`src/rtl/control_step_sequencer.sv`:
```
`default_nettype none
// control_step_sequencer: Moore microsequencer driving fetch (T0-T2) and register-register
// ALU execute (T3-T5, T6 for MUL/DIV) strobes, with memory wait states and index checking.
module control_step_sequencer #(
   parameter int                  NUM_REGS    = 16,
   parameter int                  OPCODE_W    = 5,
   parameter logic [OPCODE_W-1:0] MUL_OPCODE  = 5'b01111,
   parameter logic [OPCODE_W-1:0] DIV_OPCODE  = 5'b10000,
   parameter int                  MEM_TIMEOUT = 15
) (
   input  logic                clk,
   input  logic                clear_n,
   input  logic                start,
   input  logic                run,
   input  logic [31:0]         ir,
   input  logic                mem_ready,
   output logic                PCout,
   output logic                ZLowout,
   output logic                ZHighout,
   output logic                MDRout,
   output logic                MAR_enable,
   output logic                PC_enable,
   output logic                mdr_read,
   output logic                MDRin,
   output logic                IR_enable,
   output logic                Yin,
   output logic                ZLow_enable,
   output logic                ZHigh_enable,
   output logic                HIin,
   output logic                LOin,
   output logic [NUM_REGS-1:0] reg_out,
   output logic [NUM_REGS-1:0] reg_in,
   output logic [OPCODE_W-1:0] alu_op,
   output logic [2:0]          step,
   output logic                busy,
   output logic                done,
   output logic                err
);

   localparam logic [2:0] S_IDLE = 3'd0;
   localparam logic [2:0] S_T0   = 3'd1;
   localparam logic [2:0] S_T1   = 3'd2;
   localparam logic [2:0] S_T2   = 3'd3;
   localparam logic [2:0] S_T3   = 3'd4;
   localparam logic [2:0] S_T4   = 3'd5;
   localparam logic [2:0] S_T5   = 3'd6;
   localparam logic [2:0] S_T6   = 3'd7;
   localparam int         WAIT_W = $clog2(MEM_TIMEOUT + 1);

   logic [2:0]          state_q, state_d;
   logic [WAIT_W-1:0]   wait_q, wait_d;
   logic                err_q, err_d;
   logic [3:0]          ra_q, rb_q, rc_q;
   logic [OPCODE_W-1:0] op_q;
   logic                muldiv;
   logic                final_step;
   logic                unused_ir;

   assign unused_ir  = ^ir[14:0];
   assign muldiv     = (op_q == MUL_OPCODE) || (op_q == DIV_OPCODE);
   assign final_step = (state_q == S_T6) || ((state_q == S_T5) && !muldiv);

   always_comb begin
      state_d = state_q;
      wait_d  = '0;
      err_d   = err_q;
      case (state_q)
         S_IDLE: if (start) state_d = S_T0;
         S_T0:   state_d = S_T1;
         S_T1: begin
            if (mem_ready) begin
               state_d = S_T2;
            end else if (wait_q == WAIT_W'(MEM_TIMEOUT - 1)) begin
               state_d = S_IDLE;
               err_d   = 1'b1;
            end else begin
               wait_d  = wait_q + 1'b1;
            end
         end
         S_T2:   state_d = S_T3;
         S_T3: begin
            state_d = S_T4;
            if (32'(rb_q) >= NUM_REGS) err_d = 1'b1;
         end
         S_T4: begin
            state_d = S_T5;
            if (32'(rc_q) >= NUM_REGS) err_d = 1'b1;
         end
         S_T5: begin
            if (muldiv) begin
               state_d = S_T6;
            end else begin
               state_d = run ? S_T0 : S_IDLE;
               if (32'(ra_q) >= NUM_REGS) err_d = 1'b1;
            end
         end
         S_T6:    state_d = run ? S_T0 : S_IDLE;
         default: state_d = S_IDLE;
      endcase
   end

   always_ff @(posedge clk or negedge clear_n) begin
      if (!clear_n) begin
         state_q <= S_IDLE;
         wait_q  <= '0;
         err_q   <= 1'b0;
         ra_q    <= '0;
         rb_q    <= '0;
         rc_q    <= '0;
         op_q    <= '0;
      end else begin
         state_q <= state_d;
         wait_q  <= wait_d;
         err_q   <= err_d;
         // Execute runs from a private copy so IR changes after T2 are harmless.
         if (state_q == S_T2) begin
            ra_q <= ir[26:23];
            rb_q <= ir[22:19];
            rc_q <= ir[18:15];
            op_q <= ir[31:32-OPCODE_W];
         end
      end
   end

   assign PCout        = (state_q == S_T0);
   assign MAR_enable   = (state_q == S_T0);
   assign ZLow_enable  = (state_q == S_T0) || (state_q == S_T4);
   assign ZLowout      = (state_q == S_T1) || (state_q == S_T5);
   assign PC_enable    = (state_q == S_T1) && (wait_q == '0);
   assign mdr_read     = (state_q == S_T1);
   assign MDRin        = (state_q == S_T1);
   assign MDRout       = (state_q == S_T2);
   assign IR_enable    = (state_q == S_T2);
   assign Yin          = (state_q == S_T3);
   assign ZHigh_enable = (state_q == S_T4) && muldiv;
   assign LOin         = (state_q == S_T5) && muldiv;
   assign HIin         = (state_q == S_T6);
   assign ZHighout     = (state_q == S_T6);
   assign alu_op       = (state_q == S_T4) ? op_q : '0;
   assign step         = (state_q == S_IDLE) ? 3'd0 : state_q - 3'd1;
   assign busy         = (state_q != S_IDLE);
   assign done         = final_step;
   assign err          = err_q;

   // Out-of-range indices simply match no bit, leaving the bus undriven.
   for (genvar i = 0; i < NUM_REGS; i++) begin : g_reg
      assign reg_out[i] = ((state_q == S_T3) && (rb_q == 4'(i))) ||
                          ((state_q == S_T4) && (rc_q == 4'(i)));
      assign reg_in[i]  = (state_q == S_T5) && !muldiv && (ra_q == 4'(i));
   end

endmodule
`default_nettype wire

```
`config.mk`:
```
export PLATFORM = sky130hd
export DESIGN_NAME = control_step_sequencer
export DESIGN_NICKNAME = d
export VERILOG_FILES = /design/src/rtl/control_step_sequencer.sv
export SDC_FILE = /design/constraint.sdc
export NUM_CORES = 1
export LEC_CHECK = 0
export ABC_AREA = 1
export ABC_CLOCK_PERIOD_IN_PS = 2400
export CORE_MARGIN = 5
export CORE_UTILIZATION = 35
export CTS_CLUSTER_DIAMETER = 150
export DETAILED_ROUTE_END_ITERATION = 7
export GPL_TIMING_DRIVEN = 0
export MAX_ROUTING_LAYER = met4
export PLACE_DENSITY = 0.76
export SETUP_SLACK_MARGIN = 0.2
export SLEW_MARGIN = 20
export SYNTH_ARGS = -nofsm -noshare
export SYNTH_HDL_FRONTEND = slang
export SYNTH_SLANG_ARGS = --single-unit
export TNS_END_PERCENT = 30
```
`constraint.sdc`:
```
create_clock -name clk -period 2.4 [get_ports clk]
set_input_delay 0.48 -clock clk [delete_from_list [all_inputs] [get_ports clk]]
set_output_delay 0.48 -clock clk [all_outputs]
set_load 0.01 [all_outputs]
```
==> results of run 1 <==
power groups by stage:
stage	Clock (mW)	Combinational, mW	Sequential, mW
floorplan	0	0.761	0.716
global placement	0	1.26	0.738
detailed placement	0	1.29	0.741
CTS	0.265	1.39	0.739
global route	0.284	1.70	0.795
finish	0.262	1.55	0.762
flip-flops by register name (all words and copies together) (netlist names):
register  flops
ra_q          4
rb_q          4
wait_q        4
state_q       3
err           1
rc_q          4
op_q          5
area by class of cell:
cell class,count,area [sq um]
Multi-Input combinational cell,150,940.9
Timing Repair Buffer,86,739.5
Fill cell,427,1695
Inverter,33,123.9
Sequential cell,25,629.4
Clock inverter,1,7.507
Buffer,7,51.30
Tap cell,52,65.06
Clock buffer,3,41.29
per-stage QoR:
step,util [%],instances
2_1_floorplan,-,215
3_3_place_gp,55.42,345
3_5_place_dp,55.30,345
4_1_cts,59.27,354
5_1_grt,60.52,357
6_report,60.52,357
per-layer routing:
metal | vias to the layer above | global-route usage [%] | wire, microns
li1 | 871 | - | -
met1 | 847 | 21.57 | 2154
met2 | 68 | 28.94 | 2653
met3 | 10 | 3.191 | 295
met4 | 0 | 2.797 | 88
met5 | - | - | 0
Yosys cell counts, drive strengths merged:
library cell	number
and3	1
o21bai	1
nand3	18
nand2	43
nand3b	1
or2	1
buf	7
a21oi	2
dfrtp	25
inv	33
o22ai	17
o21ai	16
nand4	2
nor2	43
xor2	1
xnor2	1
ha	3
critical path: stages (launching register included):
cell and delay, ns:
sky130_fd_sc_hd__dfrtp_2 0.44, sky130_fd_sc_hd__inv_1 0.07, sky130_fd_sc_hd__nand2_1 0.12, sky130_fd_sc_hd__nor2_2 0.15, sky130_fd_sc_hd__inv_2 0.06, sky130_fd_sc_hd__nor2_4 0.14
sky130_fd_sc_hd__nand3_2 0.15, sky130_fd_sc_hd__nor2_1 0.12, sky130_fd_sc_hd__clkdlybuf4s15_2 0.24
final timing paths:
path,from,end,slack [ns]
worst max-delay path,state_q[0]$_DFFE_PN0P_,reg_in[10],0.16
worst min-delay path,clear_n,op_q[2]$_DFFE_PN0P_,0.19
worst max register to register,state_q[0]$_DFFE_PN0P_,state_q[0]$_DFFE_PN0P_,0.98
worst min register to register,wait_q[0]$_DFF_PN0_,wait_q[0]$_DFF_PN0_,0.49
max in group asynchronous,clear_n,state_q[0]$_DFFE_PN0P_,1.79
min in group clk,wait_q[0]$_DFF_PN0_,wait_q[0]$_DFF_PN0_,0.49
repair_timing:
item,in CTS,in global routing
buffers inserted,5,3
endpoints found under the setup margin,46,42
pin swaps,7,4
resized for setup,115,56
cell families after synthesis:
family,share of synthesized area [%]
buffers and inverters,11.01
flip-flops,40.78
AND/OR/NAND/NOR,31.32
XOR/XNOR,1.142
adder cells (fa/ha/maj),2.447
AO/OA/AOI/OAI,13.30
==> impl.org, run 1 <==
** Pwr
- The worst-case IR drop observed on VDD is 0.5851 mV.
- Sequential group share of total power :: 29.7%
- Comb pwr share :: 60.2%
- Net switching is 47.64% of the power.
- For this design the ratio of total power to cell area is 989.0 nW/um^2.
- Internal power :: 1.346 mW
- Net Sw Power :: 1.225 mW
- The share of total power dissipated in the clock network is 10.2%.
- Overall Power :: 2.570 mW
- The analysis attributes to cell leakage a power of 1.225 nW.

** Clocking
- The clock passes through at most 2 buffers.
- The tree built by TritonCTS fans out to 25 sinks.
- Clock Latency Late Sink :: 0.28 ns
- Hold-fix buffer count after cts :: 0
- CTS clk-pin slew, worst paths :: 0.10 ns
- Count of H-tree levels built during CTS :: 1
- The cell sitting at the root of the clock tree is a sky130_fd_sc_hd__clkbuf_8.
- Number of CTS-inserted buffers :: 3
- TritonCTS built the clock tree.

** STA
- Across all hold checks on the routed design, the worst slack comes to 0.1870 ns.
- Across all setup checks in the final design, the least slack found is 0.1624 ns.
- The worst path uses 93.23% of the clock period.
- The worst pin sits at a relative slew slack of 61.71%.
- Slew @ Worst Pin :: 0.5743 ns
- Number of hold violations in the final report :: 0
- RSZ-0062 raised after global routing :: true
- Max Clock Freq :: 446.9 MHz
- For the final database, setup skew stands at 0.01268 ns.
- Setup violations remaining at the end of the flow were counted as 0.
- Post-layout minimum cycle time :: 2.238 ns
- After routing, the total negative slack on setup checks comes to 0 ns.
- Final number of max-transition violations :: 0

** Floorplanning
- Once the floorplan was initialized, standard cells occupied 35.72% of the core.
- The total area inside the core boundary comes to 4294 sq um.
- 94 I/O pins were placed.
- The initialized floorplan defines 24 standard-cell rows.
- Height of the die :: 76.20 microns
- Die W :: 76.20 microns
- Die area :: 5806 sq um

** GRT
- The number of global-route vias before repair came to 1742.
- The first global-routing pass estimated 8.148 mm of wire.
- Global routing used 17.08% of the available tracks.
- Antenna violations before repair :: 0
- Maximum number of pins on one net before global-route repair :: 26
- Overflow left after global routing :: 0

** Drt
- Summing over every cut layer, the via total after detailed routing is 1796.
- The first TritonRoute pass finished after 4 iterations.
- Final WL :: 5.192 mm
- Iter 0 DRT Violations :: 105
- Average routed wire per standard cell :: 14.54 microns
- In the routed layout, each cell is associated on average with a via count of 5.031.
- The detail route stage leaves a number of antenna-violating nets equal to 0.
- Final routed DRC violation total :: 0

** Synthesis
- Number of register bits inferred by synthesis :: 25
- The Yosys step of the flow raised 0 warnings.
- Largest area contributor in the synthesized netlist :: sky130_fd_sc_hd__dfrtp_1
- Part of the Yosys area used for sequential elements :: 40.78%
- Of the post-synthesis cell area, the dominant cell type holds 40.78%.
- Area of the mapped netlist :: 1534 sq um
- Net count of the mapped netlist :: 255
- Top cells by area, synth :: sky130_fd_sc_hd__dfrtp_1 (41%), sky130_fd_sc_hd__nand2_1 (11%), sky130_fd_sc_hd__nor2_1 (9.5%)
- Netlist cell types :: 23
- Synth Area per Inst :: 7.135 sq um
- Cell count after synthesis :: 215

** Placement
- Once detailed placement completed, the half-perimeter wirelength came to 3.677 mm.
- Global placer's final weighted congestion :: 0.8685
- # port buffers :: 78
- The placed instances occupy a cell area of 2375 sq um.
- Worst slack, placed :: 0.03626 ns

** Setup path
- The worst setup path is launched from a register.
- STA classifies the critical path endpoint as a primary output.
- Counting cells, the worst reg-to-reg path comes to 7.
- By startpoint and endpoint, the worst setup path is classified as reg2out.
- Maximum fanout along the worst path :: 5
- At the worst endpoint, the required time is 1.92 ns.
- Critical path arrival :: 1.76 ns

** Layout
- From synthesis to final layout, the design area changed by 69.41%.
- After the last flow step, the layout net total stands at 346.
- Final antenna diode count :: 0
- Leading cell type in the layout, fill and taps excluded :: sky130_fd_sc_hd__nand2_1
- The finished cells cover 2599 sq um.
- Most frequent cells in the layout :: sky130_fd_sc_hd__nand2_1 (40), sky130_fd_sc_hd__nor2_1 (33), sky130_fd_sc_hd__clkdlybuf4s50_1 (32), sky130_fd_sc_hd__inv_1 (29), sky130_fd_sc_hd__dfrtp_1 (22)
- Of the cells placed in the final design, the portion with a size suffix greater than 1 is 31.80%.

** Status
- The run finished with clean final reports.

** Hold path
- Worst min path class :: in2async

** Run
- Max-capacitance violation count :: 0
(Power assumes the default switching activity.)
==> inputs of run 2 (changes only) <==
--- a/config.mk
+++ b/config.mk
@@ -8,12 +8,13 @@
 export ABC_AREA = 1
 export ABC_CLOCK_PERIOD_IN_PS = 2400
 export CORE_MARGIN = 5
-export CORE_UTILIZATION = 35
+export CORE_UTILIZATION = 25
+export CTS_BUF_LIST = sky130_fd_sc_hd__clkbuf_8 sky130_fd_sc_hd__clkbuf_16
 export CTS_CLUSTER_DIAMETER = 150
 export DETAILED_ROUTE_END_ITERATION = 7
+export DONT_BUFFER_PORTS = 1
 export GPL_TIMING_DRIVEN = 0
 export MAX_ROUTING_LAYER = met4
-export PLACE_DENSITY = 0.76
 export SETUP_SLACK_MARGIN = 0.2
 export SLEW_MARGIN = 20
 export SYNTH_ARGS = -nofsm -noshare
==> run 2 against run 1 <==
Net effect:
- non-clock buffer count decreased by 85
- maximum frequency is 0.33% higher
- worst setup slack gained 0.0073 ns
- sequential cell count stayed put
- cell count is 17% lower
- register-to-register slack worse by 0.10 ns
- global-route usage fell by 5.3 points
- critical endpoint is now reg_out[15]
==> impl.org, run 2 (synthesized netlist as in run 1, its figures left out) <==
** Drt
- Final WL :: 4.824 mm (was 5.192 mm)
- The average wire per standard cell was 16.35 microns (was 14.54 microns).
- The number of routed nets with antenna violations was 0 (unchanged).
- The number of iterations in the first detailed-routing pass is 4 (unchanged).
- The number of DRC violations after detailed routing was 0 (unchanged).
- The post-detailed-route via-to-cell ratio is 5.041 (was 5.031).
- Iter 0 DRT Violations :: 71 (was 105)
- The via count is 1487 (was 1796).

** Setup path
- Capturing point of the worst reg2reg path :: state_q[0]$_DFFE_PN0P_ (unchanged)
- Maximum fanout along the worst path :: 6 (was 5)
- Crit path launch type :: register (unchanged)
- Worst-case register-to-register setup slack :: 0.88 ns (was 0.98 ns)
- Endpoint type of the worst setup path :: primary output (unchanged)
- The path depth of the worst reg2reg path came to 7 (unchanged).
- The reg-to-reg critical path startpoint is state_q[0]$_DFFE_PN0P_ (unchanged).
- Type of the worst setup path :: reg2out (unchanged)
- Critical path arrival :: 1.75 ns (was 1.76 ns)
- Required time worst endpoint :: 1.92 ns (about the same)

** STA
- Post-layout minimum cycle time :: 2.230 ns (was 2.238 ns)
- Post-route fraction of the period consumed by the critical path :: 92.93% (was 93.23%)
- Largest clock skew in the final design :: 0.006183 ns (was 0.01268 ns)
- Final number of max-transition violations :: 0 (unchanged)
- Relative max-transition margin :: 75.88% (was 61.71%)
- The worst path setup slack after routing was 0.1697 ns (was 0.1624 ns).
- Number of hold violations in the final report :: 0 (unchanged)
- RSZ-0062 raised after global routing :: true (unchanged)
- Count of endpoints failing setup in the final report :: 0 (unchanged)
- The slew at the pin closest to its max-slew limit came to 0.3614 ns (was 0.5743 ns).
- Max Clock Freq :: 448.4 MHz (was 446.9 MHz)
- The final sum of negative setup slack was 0 ns (unchanged).

** Clocking
- CTS tree :: done (unchanged)
- Clock Latency Late Sink :: 0.27 ns (was 0.28 ns)
- Count of H-tree levels built during CTS :: 1 (unchanged)
- Number of CTS-inserted buffers :: 3 (unchanged)
- Number of clock sinks :: 25 (unchanged)
- The worst-case clock buffer depth came to 2 (unchanged).
- CTS clk-pin slew, worst paths :: 0.09 ns (was 0.10 ns)
- The CTS root buffer is sky130_fd_sc_hd__clkbuf_8 (unchanged).

** Layout
- Most frequent cells in the layout: sky130_fd_sc_hd__nand2_1 (43), sky130_fd_sc_hd__nor2_1 (37), sky130_fd_sc_hd__inv_1 (31), sky130_fd_sc_hd__dfrtp_1 (25), sky130_fd_sc_hd__o22ai_2 (15) (was sky130_fd_sc_hd__nand2_1 (40), sky130_fd_sc_hd__nor2_1 (33), sky130_fd_sc_hd__clkdlybuf4s50_1 (32), sky130_fd_sc_hd__inv_1 (29), sky130_fd_sc_hd__dfrtp_1 (22)).
- The number of flip-flops in the largest register is 5 (unchanged).
- The number of antenna diodes is 0 (unchanged).
- The fill cell total of the finished layout came to 638 (was 427).
- The utilization after layout was 31.20% (was 60.52%).
- The post-layout net count was 261 (was 346).
- The area occupied by multi-input gates was 903.4 sq um (was 940.9 sq um).
- Leading cell type in the layout, fill and taps excluded :: sky130_fd_sc_hd__nand2_1 (unchanged)
- Area overhead of the layout relative to synthesis :: 21.13% (was 69.41%)
- Cell Count, Final, Fillers Out :: 295 (was 357)
- Fraction of final layout cells sized beyond drive strength 1 :: 21.82% (was 31.80%)
- FF/Latch Area :: 625.6 sq um (was 629.4 sq um)
- Top reg by flops :: op_q (unchanged)

** Pwr
- Overall Power :: 2.122 mW (was 2.570 mW)
- The power per cell area came to 1142 nW/um^2 (was 989.0 nW/um^2).
- Peak supply drop :: 0.4909 mV (was 0.5851 mV)
- Leakage power :: 0.7913 nW (was 1.225 nW)

** GRT
- Number of global-route vias before repair :: 1309 (was 1742)
- Total track usage :: 11.78% (was 17.08%)
- The number of antenna violations at the first check in global routing is 0 (unchanged).
- First-pass GRT wire length :: 6.900 mm (was 8.148 mm)
- The aggregate global routing overflow was 0 (unchanged).
- Maximum number of pins on one net before global-route repair :: 26 (unchanged)

** Placement
- Global placer's final weighted congestion :: 0.7865 (was 0.8685)
- DPL Wire Length :: 3.465 mm (was 3.677 mm)
- The placement-stage worst setup slack is 0.3063 ns (was 0.03626 ns).
- The instance count after placement with tap cells included was 290 (was 345).
- The number of buffer cells added on primary ports is 0 (was 78).

** Floorplanning
- The placeable core region is 5956 sq um (was 4294 sq um).
- Number of top-level design ports :: 94 (unchanged)
- The area of the die was 7802 sq um (was 5806 sq um).
- The effective utilization at floorplan was 25.76% (was 35.72%).
- Floorplan row count :: 28 (was 24)
- The x dimension of the die was 88.33 microns (was 76.20 microns).
- Height of the die :: 88.33 microns (was 76.20 microns)

** Hold path
- The class of the tightest hold or removal check was in2async (unchanged).

** Status
- Outcome :: completed (unchanged)

** Run
- Max-capacitance violation count :: 0 (unchanged)
-- run 2: worst max path at each step --
| stage | startpoint | endpoint | cells after the start | slack, ns |
|---|---|---|---|---|
| 3_3_place_gp | state_q[1]$_DFFE_PN0P_ | reg_out[6] | 5 | 0.32 |
| 5_1_grt | state_q[1]$_DFFE_PN0P_ | reg_out[13] | 5 | 0.07 |
| 4_1_cts | state_q[1]$_DFFE_PN0P_ | reg_out[6] | 5 | 0.14 |
| 3_5_place_dp | state_q[1]$_DFFE_PN0P_ | reg_out[2] | 5 | 0.31 |
| 2_1_floorplan | state_q[1]$_DFFE_PN0P_ | reg_out[0] | 5 | 0.64 |
| 6_report | state_q[1]$_DFFE_PN0P_ | reg_out[15] | 5 | 0.17 |
-- run 2: per-stage QoR --
step	instance area, sq um	hold WS, ns
2_1_floorplan	1534	0.1844
3_3_place_gp	1628	0.1853
3_5_place_dp	1628	0.1851
4_1_cts	1724	0.01516
5_1_grt	1858	0.01088
6_report	1858	0.01965
-- run 2: cell type report --
class	count	share of cell area, %
multi-input combinational	150	48.62
sequential	25	33.67
inverter	33	6.667
tap	75	5.051
buffer	7	2.424
clock buffer	3	2.222
timing repair buffer	1	1.077
clock inverter	1	0.2694
-- run 2: worst max-delay path, stage by stage (launching register included) --
cell and delay [ns]:
sky130_fd_sc_hd__dfrtp_1 0.43, sky130_fd_sc_hd__nor2_2 0.20, sky130_fd_sc_hd__inv_1 0.12, sky130_fd_sc_hd__nor2_4 0.29, sky130_fd_sc_hd__nand3_2 0.21, sky130_fd_sc_hd__o22ai_2 0.23
-- run 2: layer usage --
layer,vias up,wire length [microns],global-route usage (%)
met4,0,87,2.335
li1,695,-,-
met1,712,2089,15.52
met3,8,387,3.631
met2,72,2260,17.95
met5,-,0,-
-- run 2: repair_timing --
action,CTS,global route
pin swaps,0,1
hold buffers,1,0
endpoints found under the setup margin,17,39
buffers inserted,0,0
hold endpoints to repair,25,0
resized for setup,5,24
-- run 2: report_power, final --
| group | switching (mW) | leakage (nW) | internal (mW) |
|---|---|---|---|
| Sequential | 0.162 | 0.316 | 0.594 |
| Combinational | 0.814 | 0.450 | 0.299 |
| Clock | 0.137 | 0.0255 | 0.116 |
| Total | 1.11 | 0.791 | 1.01 |
==> inputs of run 3 (changes only) <==
--- a/config.mk
+++ b/config.mk
@@ -9,12 +9,12 @@
 export ABC_CLOCK_PERIOD_IN_PS = 2400
 export CORE_MARGIN = 5
 export CORE_UTILIZATION = 25
-export CTS_BUF_LIST = sky130_fd_sc_hd__clkbuf_8 sky130_fd_sc_hd__clkbuf_16
-export CTS_CLUSTER_DIAMETER = 150
+export CTS_CLUSTER_DIAMETER = 200
 export DETAILED_ROUTE_END_ITERATION = 7
 export DONT_BUFFER_PORTS = 1
 export GPL_TIMING_DRIVEN = 0
 export MAX_ROUTING_LAYER = met4
+export RECOVER_POWER = 100
 export SETUP_SLACK_MARGIN = 0.2
 export SLEW_MARGIN = 20
 export SYNTH_ARGS = -nofsm -noshare
==> run 3 against run 2 <==
Net effect:
- sequential power about the same
- register-to-register slack worse by 0.17 ns
- final area down 3.2%
- combinational power down 5%
- largest cell class unchanged
- sequential cell count unchanged
- critical endpoint is now reg_out[13]
- via count down 0.94%
- critical path type unchanged
- highest routed layer unchanged
==> impl.org, run 3 (synthesized netlist as in run 1, its figures left out) <==
** Status
- Outcome :: completed (unchanged)

** Setup path
- The peak per-stage delay on the critical path was 0.43 ns (about the same).
- The critical path launch point type was a register (unchanged).
- Critical Path, Cell by Cell :: nor2_2 -> inv_1 -> nor2_4 -> nand3_2 -> o22ai_2 (unchanged)
- Endpoint type of the worst setup path :: primary output (unchanged)
- The required time of the critical path is 1.92 ns (about the same).
- The critical path start-end classification is reg2out (unchanged).
- The worst reg-to-reg setup slack came to 0.71 ns (was 0.88 ns).
- The maximum fanout along the worst path is 6 (unchanged).
- Critical path arrival :: 1.75 ns (about the same)
- The slowest cell on the critical path was sky130_fd_sc_hd__dfrtp_1 (unchanged).

** Clocking
- Longest Clk Path Bufs :: 2 (unchanged)
- CTS root buf :: sky130_fd_sc_hd__clkbuf_8 (unchanged)
- The clock latency reported for the late side of the worst-skew pair came to 0.27 ns (about the same).
- The number of sinks on the clock net is 25 (unchanged).
- The clock input transition at the sequential cells of the worst setup and hold paths is 0.09 ns (about the same).
- The clock tree from TritonCTS was done (unchanged).
- The number of buffers added by the clock tree synthesis step is 3 (unchanged).
- The total number of H-tree levels is 1 (unchanged).

** Floorplanning
- Die W :: 88.33 microns (unchanged)
- The area of the die came to 7802 sq um (unchanged).
- Height of the die :: 88.33 microns (unchanged)
- Floorplan row count :: 28 (unchanged)
- The placeable core region was 5956 sq um (unchanged).
- Number of top-level design ports :: 94 (unchanged)
- Starting density of the core :: 25.76% (unchanged)

** GRT
- Total track usage :: 11.78% (unchanged)
- The number of global-route vias before repair was 1309 (unchanged).
- Antenna violations before repair :: 0 (unchanged)
- The maximum number of pins on one net before global-route repair was 26 (unchanged).
- Overflow left after global routing :: 0 (unchanged)
- First-pass GRT wire length :: 6.900 mm (unchanged)

** STA
- RSZ-0062 raised after global routing: true (unchanged).
- The worst clock skew came to 0.006519 ns (was 0.006183 ns).
- Slew @ Worst Pin :: 1.477 ns (was 0.3614 ns)
- The relative max-transition margin was 1.512% (was 75.88%).
- The count of final setup violators is 0 (unchanged).
- Post-route fraction of the period consumed by the critical path :: 93.00% (was 92.93%)
- Total negative slack :: 0 ns (unchanged)
- The final max-slew violation count came to 0 (unchanged).
- Max Clock Freq :: 448.0 MHz (was 448.4 MHz)
- Worst-case hold slack :: 0.3207 ns (was 0.01965 ns)
- Number of hold violations in the final report :: 0 (unchanged)
- Post-layout minimum cycle time :: 2.232 ns (was 2.230 ns)

** Layout
- The combined flip-flop and latch cell area is 625.6 sq um (unchanged).
- Most frequent cells in the layout: sky130_fd_sc_hd__nand2_1 (43), sky130_fd_sc_hd__nor2_1 (38), sky130_fd_sc_hd__inv_1 (31), sky130_fd_sc_hd__dfrtp_1 (25), sky130_fd_sc_hd__o21ai_0 (16) (was sky130_fd_sc_hd__nand2_1 (43), sky130_fd_sc_hd__nor2_1 (37), sky130_fd_sc_hd__inv_1 (31), sky130_fd_sc_hd__dfrtp_1 (25), sky130_fd_sc_hd__o22ai_2 (15)).
- Area overhead of the layout relative to synthesis :: 17.29% (was 21.13%)
- Top reg by flops :: op_q (unchanged)
- Final antenna diode count :: 0 (unchanged)
- Nets@finish :: 261 (unchanged)
- Leading cell type in the layout, fill and taps excluded :: sky130_fd_sc_hd__nand2_1 (unchanged)
- Count of fill cells added during filler insertion :: 646 (was 638)
- The ratio of cells with drive above 1 in the final layout was 15.91% (was 21.82%).
- The area occupied by multi-input gates came to 878.3 sq um (was 903.4 sq um).
- Largest register FFs :: 5 (unchanged)

** Drt
- Final WL :: 4.805 mm (was 4.824 mm)
- The post-detailed-route via-to-cell ratio was 4.993 (was 5.041).
- Met3 wire length :: 374 microns (was 387 microns)
- Average routed wire per standard cell :: 16.29 microns (was 16.35 microns)
- The number of iterations in the first detailed-routing pass came to 5 (was 4).
- The number of routed nets with antenna violations was 0 (unchanged).
- Metal-1 WL :: 2.109 mm (was 2.089 mm)
- Final routed DRC violation total :: 0 (unchanged)
- Top metal layer carrying routed signals :: met4 (unchanged)
- The via count came to 1473 (was 1487).
- The wire length on met2 was 2.237 mm (was 2.260 mm).
- Iter 0 DRT Violations :: 63 (was 71)

** Placement
- The final weighted congestion of routability-driven global placement was 0.7865 (unchanged).
- # port buffers :: 0 (unchanged)
- DPL Wire Length :: 3.465 mm (unchanged)

** Run
- Max-capacitance violation count :: 0 (unchanged)

** Pwr
- The peak supply drop is 0.4893 mV (was 0.4909 mV).
- The leakage power total came to 0.7541 nW (was 0.7913 nW).
- Pwr/cell area :: 1151 nW/um^2 (was 1142 nW/um^2)

** Hold path
- Worst min path class :: in2reg (was in2async)
==> run 3: cell types whose count changed in the layout (fill, tap and decap cells not counted), sizes merged <==
| cell | before | now |
|---|---|---|
| buf | 8 | 1 |
| clkbuf | 3 | 10 |
| clkinv | 1 | 2 |
| inv | 33 | 32 |
==> run 3: area by class of cell <==
type,count,area share [%]
clock buffer,3,2.295
tap,75,5.216
clock inverter,1,0.2782
sequential,25,34.77
inverter,33,6.885
timing repair buffer,1,0.2086
buffer,7,1.530
multi-input combinational,150,48.82
==> run 3: worst paths after layout <==
| check | start | end | cells after the start |
|---|---|---|---|
| worst max-delay path | state_q[1]$_DFFE_PN0P_ | reg_out[13] | 5 |
| worst min-delay path | ir[21] | rb_q[2]$_DFFE_PN0P_ | 2 |
| worst max register to register | state_q[0]$_DFFE_PN0P_ | state_q[0]$_DFFE_PN0P_ | 7 |
| worst min register to register | wait_q[0]$_DFF_PN0_ | wait_q[0]$_DFF_PN0_ | 1 |
| max in group asynchronous | clear_n | ra_q[0]$_DFFE_PN0P_ | 1 |
| min in group asynchronous | clear_n | rb_q[3]$_DFFE_PN0P_ | 1 |
==> run 3: where the power goes <==
| part | total [mW] | internal (mW) | switching, mW |
|---|---|---|---|
| registers | 0.756 | 0.594 | 0.162 |
| logic | 1.06 | 0.266 | 0.795 |
| clock network | 0.255 | 0.116 | 0.138 |
==> run 3: critical path: cells and delay by family (launching register included) <==
kind	cells	cell delay [ns]
compound gates	1	0.24
simple gates	3	0.70
flops	1	0.43
buf+inv	1	0.12
==> run 3: routing by layer <==
layer / GRT usage [%] / vias up
met1: 15.52 / 707
met2: 17.95 / 65
met3: 3.631 / 6
met4: 2.335 / 0
met5: - / -
li1: - / 695
==> run 3: through the flow <==
step                total power, mW  setup WS, ns  cell area, sq um  instances  utilization [%]
floorplan                     1.477        0.6352              1534        215                -
global placement              1.687        0.3236              1628        290            27.33
detailed placement            1.708        0.3063              1628        290            27.33
CTS                           2.014        0.1355              1724        295            28.95
global route                  2.256       0.07095              1799        295            30.21
finish                        2.072        0.1679              1799        295            30.21
==> run 3: repair_timing <==
item / in CTS / in global routing
setup endpoints to repair: 17 / 39
pin swaps: 0 / 1
hold buffers: 1 / 0
resized for setup: 5 / 24
buffers inserted: 0 / 0
hold endpoints to repair: 25 / 0
==> RTL change 1 (settings of run 3) <==
Change the parameter `OPCODE_W` from 5 to 7.
--- a/src/rtl/control_step_sequencer.sv
+++ b/src/rtl/control_step_sequencer.sv
@@ -5,3 +5,3 @@
    parameter int                  NUM_REGS    = 16,
-   parameter int                  OPCODE_W    = 5,
+   parameter int                  OPCODE_W    = 7,
    parameter logic [OPCODE_W-1:0] MUL_OPCODE  = 5'b01111,
Ports: changed (resized alu_op); port bits go from 94 to 96. The function was not compared with the original's and may differ.
==> RTL change 1 against run 3 <==
Wire length increased by 6.6%; worst hold slack got worse by 0.0013 ns; first-iteration DRC count decreased by 35%; sequential cell count unchanged; setup slack improved by 0.026 ns; synthesized area increased by 5.0%; power increased by 10%; design area increased by 12%.
==> RTL change 1: results (changes against run 3) <==
Status
  • Status: complete, no violations

Setup path
  • R2R setup slack: 0.65 ns (-0.06 ns)
  • CP max-delay cell: nor2_4
  • Worst Path Max Fanout: 9 (+3)
  • Worst Path Arrival: 1.73 ns (-0.02 ns)
  • Crit path max-delay family: simple AND/OR/NAND/NOR gates
  • Crit path largest cell delay: 0.37 ns (-0.06 ns)
  • Crit Reg-Reg Startpoint: state_q[2]$_DFFE_PN0P_
  • Worst Reg-to-Reg Cells: 7 (unchanged)

Synthesis
  • Commonest cells post-synth: nand2_1 (49), nor2_1 (45), inv_1 (31)
  • Synthesized Nets: 270 (+5.9%)
  • Post-Synthesis Mean Instance Area: 7.00 um^2 (-1.9%)
  • Compound-cell area share of the yosys netlist: 12.9% (-0.40 points)
  • Top post-synthesis cells by area: dfrtp_1 (39%), nand2_1 (11%), nor2_1 (10%)
  • Adder-cell share of the synthesized area: 2.33% (-0.12 points)
  • Post-synthesis sequential area ratio: 38.9% (-1.9 points)
  • Largest area contributor in the synthesized netlist: dfrtp_1
  • Post-Synth XOR/XNOR Area: 1.09% (-0.054 points)
  • Mux cell area share after synthesis: 0% (unchanged)
  • Synth cell types: 24 (+4.3%)

Detailed routing
  • Drt pass-1 iters: 4 (-1)
  • Via count of the routed design: 1575 (+6.9%)
  • Starting DRT DRC Count: 41 (-35%)
  • Final WL: 5120 um (+6.6%)
  • Avg WL per Cell: 16.0 um (-2.0%)

Worst hold path
  • Worst Hold Depth: 2 (unchanged)
  • Worst Hold Launch: ir[31]
  • Hold EP: op_q[6]$_DFFE_PN0P_

Timing
  • Max Clock Skew: 0.00706 ns (+0.000539 ns)
  • Hold_ws: 0.319 ns (-0.00126 ns)
  • Slew @ Worst Pin: 1.42 ns (-0.0600 ns)

Power
  • Pint: 0.00107 W (+10%)
  • Leakage Power: 0.809 nW (+7.3%)
  • VDD IR max: 0.498 mV (+1.8%)

Final layout
  • Nets: 285 (+9.2%)
  • Fillers: 708 (+9.6%)
  • Top reg by flops: op_q
  • Max reg flops: 6 (+1)
  • Layout cells sized above 1: 19.3% (+3.4 points)
  • Area growth, synth to finish: 25.0%

GRT
  • Vias in the first global route: 1451 (+11%)
  • First-pass GRT wire length: 7760 um (+12%)
  • Total global routing track utilization: 11.9% (+0.14 points)
  • Largest net degree at the start of global routing: 26 (unchanged)

Placed design
  • Placed instance area: 1710 um^2 (+4.8%)
  • Detail Placement HPWL: 3900 um (+13%)
  • Gpl congestion: 0.779 (-0.97%)
  • Cell Count Post-Placement: 307 (+5.9%)
  • Post-Place Worst Slack: 0.389 ns (+0.0826 ns)

Clock network
  • Total clock buffers created by CTS: 3 (unchanged)
  • Worst skew pair latency: 0.28 ns
  • Post-cts resize count: 21 (+16)
## RTL change 1: changes by cell type in the layout (fill, tap and decap cells not counted), sizes merged, moves of 2 or more
cell,run 3,this run
nor3,0,2
nand4,2,8
o21ai,16,18
nand3,18,9
nand2,43,51
clkinv,2,0
buf,1,10
inv,32,35
nor2,43,48
## RTL change 1: power groups by stage
stage	Sequential, W	Clock (W)	Combinational, W
2_1_floorplan	0.000716	0	0.000829
3_3_place_gp	0.000738	0	0.00103
3_5_place_dp	0.000742	0	0.00105
4_1_cts	0.000740	0.000278	0.00115
5_1_grt	0.000778	0.000292	0.00141
6_report	0.000753	0.000266	0.00127
## RTL change 1: worst max path at each step
stage,slack [ns],end,startpoint
finish,0.19,reg_out[4],state_q[2]$_DFFE_PN0P_
global placement,0.42,reg_out[10],state_q[0]$_DFFE_PN0P_
detailed placement,0.39,reg_out[13],state_q[0]$_DFFE_PN0P_
CTS,0.14,ZHigh_enable,state_q[0]$_DFFE_PN0P_
global route,0.08,reg_out[4],state_q[2]$_DFFE_PN0P_
floorplan,0.67,PC_enable,state_q[2]$_DFFE_PN0P_
## RTL change 1: routing by layer
| layer | share of wire [%] | vias up | global-route usage, % |
|---|---|---|---|
| met2 | 51 | 46 | 20.4 |
| met3 | 5.4 | 5 | 3.50 |
| li1 | - | 771 | - |
| met4 | 0.59 | 0 | 1.61 |
| met5 | 0 | - | - |
| met1 | 43 | 753 | 14.2 |
## RTL change 1: area by class of cell
cell class,count,area share (%)
Buffer,8,1.86
Tap cell,77,4.79
Timing Repair Buffer,10,3.36
Clock buffer,3,2.05
Clock inverter,1,0.373
Multi-Input combinational cell,162,49.9
Sequential cell,25,31.1
Inverter,35,6.53
